**src/rtl/dmem_access_arbiter.sv**
```systemverilog
// dmem_access_arbiter: round-robin sharing of a single-port data memory between CPU and DMA/debug ports
// Sub-word stores are turned into read-modify-write sequences, so the memory only ever sees full-word writes.
// Ports:
//   clock, reset_n                        rising-edge clock, asynchronous active-low reset
//   c_req/c_we/c_addr/c_be/c_wdata/c_ack  CPU port (req held until the one-cycle ack)
//   d_req/d_we/d_addr/d_be/d_wdata/d_ack  DMA/debug port, same protocol
//   rdata                                 word read by the completed access, valid with *_ack
//   busy                                  high whenever an access is in progress
//   mem_addr/mem_write/mem_wdata/mem_len  drive the memory's addr/write/data/length inputs
//   mem_rdata                             combinational read data from the memory
module dmem_access_arbiter #(
    parameter int         AW        = 7,
    parameter logic [1:0] WR_ON     = 2'b01,
    parameter logic [1:0] WR_OFF    = 2'b00,
    parameter logic [2:0] LEN_DWORD = 3'b000
) (
    input  logic          clock,
    input  logic          reset_n,
    input  logic          c_req,
    input  logic          c_we,
    input  logic [AW-1:0] c_addr,
    input  logic [3:0]    c_be,
    input  logic [31:0]   c_wdata,
    output logic          c_ack,
    input  logic          d_req,
    input  logic          d_we,
    input  logic [AW-1:0] d_addr,
    input  logic [3:0]    d_be,
    input  logic [31:0]   d_wdata,
    output logic          d_ack,
    output logic [31:0]   rdata,
    output logic          busy,
    output logic [AW-1:0] mem_addr,
    output logic [1:0]    mem_write,
    output logic [31:0]   mem_wdata,
    output logic [2:0]    mem_len,
    input  logic [31:0]   mem_rdata
);
    typedef enum logic [1:0] {IDLE, RD, WR, ACK} state_t;
    state_t      state;
    logic        last_grant;
    logic        gnt;
    logic        l_we;
    logic [3:0]  l_be;
    logic [31:0] l_wdata;
    logic        pick_d;
    logic [31:0] merged;
    // On a conflict the port that was not granted last time wins.
    assign pick_d  = d_req && (!c_req || !last_grant);
    assign mem_len = LEN_DWORD;
    // Write word for the RMW: enabled lanes from the store data, the rest from the word being read.
    always_comb begin
        merged = mem_rdata;
        for (int i = 0; i < 4; i++)
            merged[8*i +: 8] = l_be[i] ? l_wdata[8*i +: 8] : mem_rdata[8*i +: 8];
    end
    always_ff @(posedge clock or negedge reset_n) begin
        if (!reset_n) begin
            state      <= IDLE;
            last_grant <= 1'b1;
            gnt        <= 1'b0;
            l_we       <= 1'b0;
            l_be       <= 4'h0;
            l_wdata    <= 32'h0;
            c_ack      <= 1'b0;
            d_ack      <= 1'b0;
            busy       <= 1'b0;
            rdata      <= 32'h0;
            mem_addr   <= '0;
            mem_write  <= WR_OFF;
            mem_wdata  <= 32'h0;
        end else begin
            case (state)
                IDLE: if (c_req || d_req) begin
                    gnt        <= pick_d;
                    last_grant <= pick_d;
                    l_we       <= pick_d ? d_we : c_we;
                    l_be       <= pick_d ? d_be : c_be;
                    l_wdata    <= pick_d ? d_wdata : c_wdata;
                    mem_addr   <= pick_d ? d_addr : c_addr;
                    busy       <= 1'b1;
                    state      <= RD;
                end
                RD: begin
                    rdata <= mem_rdata;
                    // A store with no enabled bytes completes like a load and never writes.
                    if (l_we && l_be != 4'h0) begin
                        mem_wdata <= merged;
                        mem_write <= WR_ON;
                        state     <= WR;
                    end else begin
                        c_ack <= !gnt;
                        d_ack <= gnt;
                        state <= ACK;
                    end
                end
                WR: begin
                    mem_write <= WR_OFF;
                    c_ack     <= !gnt;
                    d_ack     <= gnt;
                    state     <= ACK;
                end
                default: begin
                    c_ack <= 1'b0;
                    d_ack <= 1'b0;
                    busy  <= 1'b0;
                    state <= IDLE;
                end
            endcase
        end
    end
endmodule

```
**config.mk**
```make
export PLATFORM = sky130hd
export DESIGN_NAME = dmem_access_arbiter
export DESIGN_NICKNAME = d
export VERILOG_FILES = /design/src/rtl/dmem_access_arbiter.sv
export SDC_FILE = /design/constraint.sdc
export NUM_CORES = 1
export LEC_CHECK = 0
export ABC_AREA = 1
export CAP_MARGIN = 20
export CORE_MARGIN = 2
export CORE_UTILIZATION = 47
export CTS_CLUSTER_DIAMETER = 200
export DETAILED_ROUTE_END_ITERATION = 7
export PLACE_DENSITY = 0.95
export SLEW_MARGIN = 20
export SYNTH_ARGS = -nofsm -noshare
export SYNTH_HDL_FRONTEND = slang
export SYNTH_SLANG_ARGS = --single-unit
```
**constraint.sdc**
```tcl
create_clock -name clock -period 3.6 [get_ports clock]
set_input_delay 0.9 -clock clock [delete_from_list [all_inputs] [get_ports clock]]
set_output_delay 0.9 -clock clock [all_outputs]
set_load 0.01 [all_outputs]
```
==> flow_metrics.py <==
metrics = {
    "critical_path": {
        "critPathKind": "reg2out",
        "critPathTopFamily": "buffers and inverters",
        "critPathArrivalTime_ns": 1.43,
        "cp_data_required_time_ns": 2.70,
        "reg2reg_to": "mem_wdata[16]",
        "reg2regPathDepth": 6,
        "cp_slowest_cell": "clkdlybuf4s50_1",
        "crit_chain": "clkdlybuf4s50_1",
        "crit_buf_inv": 1,
        "r2r_start": "l_be[3]",
        "cp_max_fo": 2,
        "path_depth": 1,
        "crit_path_start_kind": "flip-flop",
        "rrSetupSlack_ns": 1.50,
        "cp-endpoint": "mem_wdata[23]",
        "max_stage_delay_ns": 0.57,
        "endpoint_kind": "primary output",
        "crit_start": "mem_wdata[23]",
    },
    "timing": {
        "fin_tns_setup_ns": 0,
        "max_slew_margin": 0.376,
        "max_freq_mhz": 430,
        "hold_viol_final": 0,
        "finalMaxSlewViolations": 0,
        "rsz0062_at_grt": "false",
        "fin_crit_ns": 2.33,
        "max_slew.worst_pin.slew_ns": 0.935,
        "fin_crit_sh": 0.646,
        "setup_violations": 0,
        "clock_skew_ns": 0.00902,
    },
    "finish": {
        "fin_area_mm2": 0.00773,
        "diodes": 0,
        "nets": 951,
        "area_delta_synth_final_pct": 47.3,
        "layout-drive-gt1-share": 0.0540,
        "stdcell_count": 974,
    },
    "yosys": {
        "ys_seq_area_frac": 0.553,
        "ys_warn_count": 0,
        "netlist_area_mm2": 0.00525,
        "postSynthCellCount": 641,
        "syn_avg_cell_area_um2": 8.19,
        "synthDistinctLibCells": 24,
        "ys_ff_latch": 116,
    },
    "detailed_routing": {
        "routed_wl_um": 14700,
        "postRouteAntennaNets": 0,
        "drt_iter0_markers": 295,
        "dr_total_vias": 4875,
        "drt-vias-per-instance": 5.01,
        "first_pass_iters": 5,
        "drc": 0,
        "routedWlPerCell_um": 15.1,
    },
    "clocking": {
        "cts.repair.resized": 0,
        "clock_latency_ns": 0.49,
        "cts_tree": "done",
        "cts-buffers-inserted": 17,
        "htree_levels": 4,
        "ctsLongestPathBuffers": 2,
        "path_clk_slew_ns": 0.06,
        "cts-hold-fix-buffers": 0,
        "numClockSinks": 116,
        "cts_root_buf": "clkbuf_8",
        "post_cts_buffers": 0,
    },
    "grt": {
        "grt_pass1_vias": 4935,
        "grtUsageTotal": 0.252,
        "grt_pass1_wl_um": 23300,
        "antenna_found_initial": 0,
        "grt_overflow_total": 0,
        "grt_max_degree": 69,
    },
    "placed_design": {
        "port_buffers": 198,
        "dpl.cell_count": 944,
        "dp_hpwl_um": 9940,
        "place_congestion": 0.816,
        "placed_area_mm2": 0.00720,
    },
    "power_and_ir_drop": {
        "ir_drop_uv": 594,
        "p_leak_nw": 3.59,
        "p_per_area_mw_per_mm2": 858,
        "p_total_mw": 6.64,
    },
    "status": {
        "status": "completed",
    },
    "die": {
        "coreArea_mm2": 0.0109,
        "die_y_um": 110,
        "die_x_um": 110,
        "die-area_mm2": 0.0120,
        "start_util": 0.482,
        "rows": 38,
        "ios": 203,
    },
    "flow_run": {
        "max_cap_violations": 0,
    },
    "worst_hold_path": {
        "hp-class": "in2async",
    },
}
Yosys cell counts, drive strengths merged:
library cell / instances / share of area
dfstp: 1 / 0.0050
nor3: 1 / 0.00095
clkbuf: 7 / 0.0050
nand4: 1 / 0.0012
nand3b: 2 / 0.0029
nand3: 2 / 0.0043
conb: 1 / 0.00071
nor2: 51 / 0.039
buf: 34 / 0.042
a21oi: 1 / 0.00095
dfrtp: 115 / 0.55
ha: 4 / 0.0095
inv: 41 / 0.030
nand2: 225 / 0.16
o21ai: 155 / 0.15
per-layer routing:
layer	share of wire	up-vias	GRT usage	wire [µm]
met2	0.52	193	0.440	7580
li1	-	2389	-	-
met1	0.40	2277	0.304	5930
met3	0.067	16	0.0705	983
met5	0	-	0	0
met4	0.012	0	0.0723	169
worst min-delay path by stage:
stage	endpoint	startpoint	depth (start not counted)	slack, ns
finish	mem_wdata[28]	reset_n	1	0.42
detailed placement	mem_wdata[18]	mem_wdata[18]	2	0.47
global placement	last_grant	last_grant	2	0.46
CTS	mem_wdata[28]	reset_n	1	0.43
floorplan	last_grant	last_grant	2	0.44
global route	mem_wdata[28]	reset_n	1	0.44
per-stage QoR:
| stage | hold WS (ns) | setup WS [ns] | util |
|---|---|---|---|
| 6_report | 0.421 | 1.27 | 0.710 |
| 4_1_cts | 0.427 | 1.25 | 0.710 |
| 5_1_grt | 0.442 | 1.22 | 0.710 |
| 2_1_floorplan | 0.443 | 2.00 | - |
| 3_5_place_dp | 0.466 | 0.974 | 0.661 |
| 3_3_place_gp | 0.460 | 1.07 | 0.661 |
state kept, by name (all words and copies together) (netlist names):
name,count
gnt,1
busy,1
state,2
l_be,4
mem_wdata,32
l_we,1
l_wdata,32
rdata,32
c_ack,1
d_ack,1
mem_write,1
mem_addr,7
last_grant,1
report_power, final:
group	switching (mW)	internal, mW
Sequential	0.472	1.96
Clock	0.579	0.936
Combinational	1.38	1.31
Total	2.43	4.21
cell usage in the layout, fill, tap and decap left out:
master	n
nand2_2	2
clkinv_2	5
nand4_1	1
nor3_1	1
o21ai_0	76
a21oi_1	1
clkbuf_16	16
nand2_1	223
bufinv_16	1
conb_1	4
dfrtp_1	115
inv_1	36
nor2_1	48
o21ai_1	79
dfstp_2	1
inv_4	2
nand3_4	1
nand3b_1	2
ha_1	4
nor2_2	2
clkbuf_1	1
clkdlybuf4s50_1	197
nor2_4	1
buf_4	3
nand3_1	1
buf_12	1
clkinvlp_4	4
clkbuf_8	3
inv_2	3
cell type report:
class | count | area [µm²]
Multi-Input combinational cell | 446 | 1950
Tap cell | 140 | 175
Fill cell | 833 | 3160
Clock buffer | 20 | 445
Clock inverter | 10 | 85.1
Sequential cell | 116 | 2900
Timing Repair Buffer | 201 | 2010
Inverter | 41 | 159
kinds of logic (layout without fill, tap and decap cells):
kind of cell	Yosys count	in the layout	synth area share
simple gates	282	282	0.210
compound gates	156	156	0.149
flops	116	116	0.553
buf+inv	82	272	0.0775
fa+ha+maj	4	4	0.00954
other cells	1	4	0.000715
(Power assumes the default switching activity.)
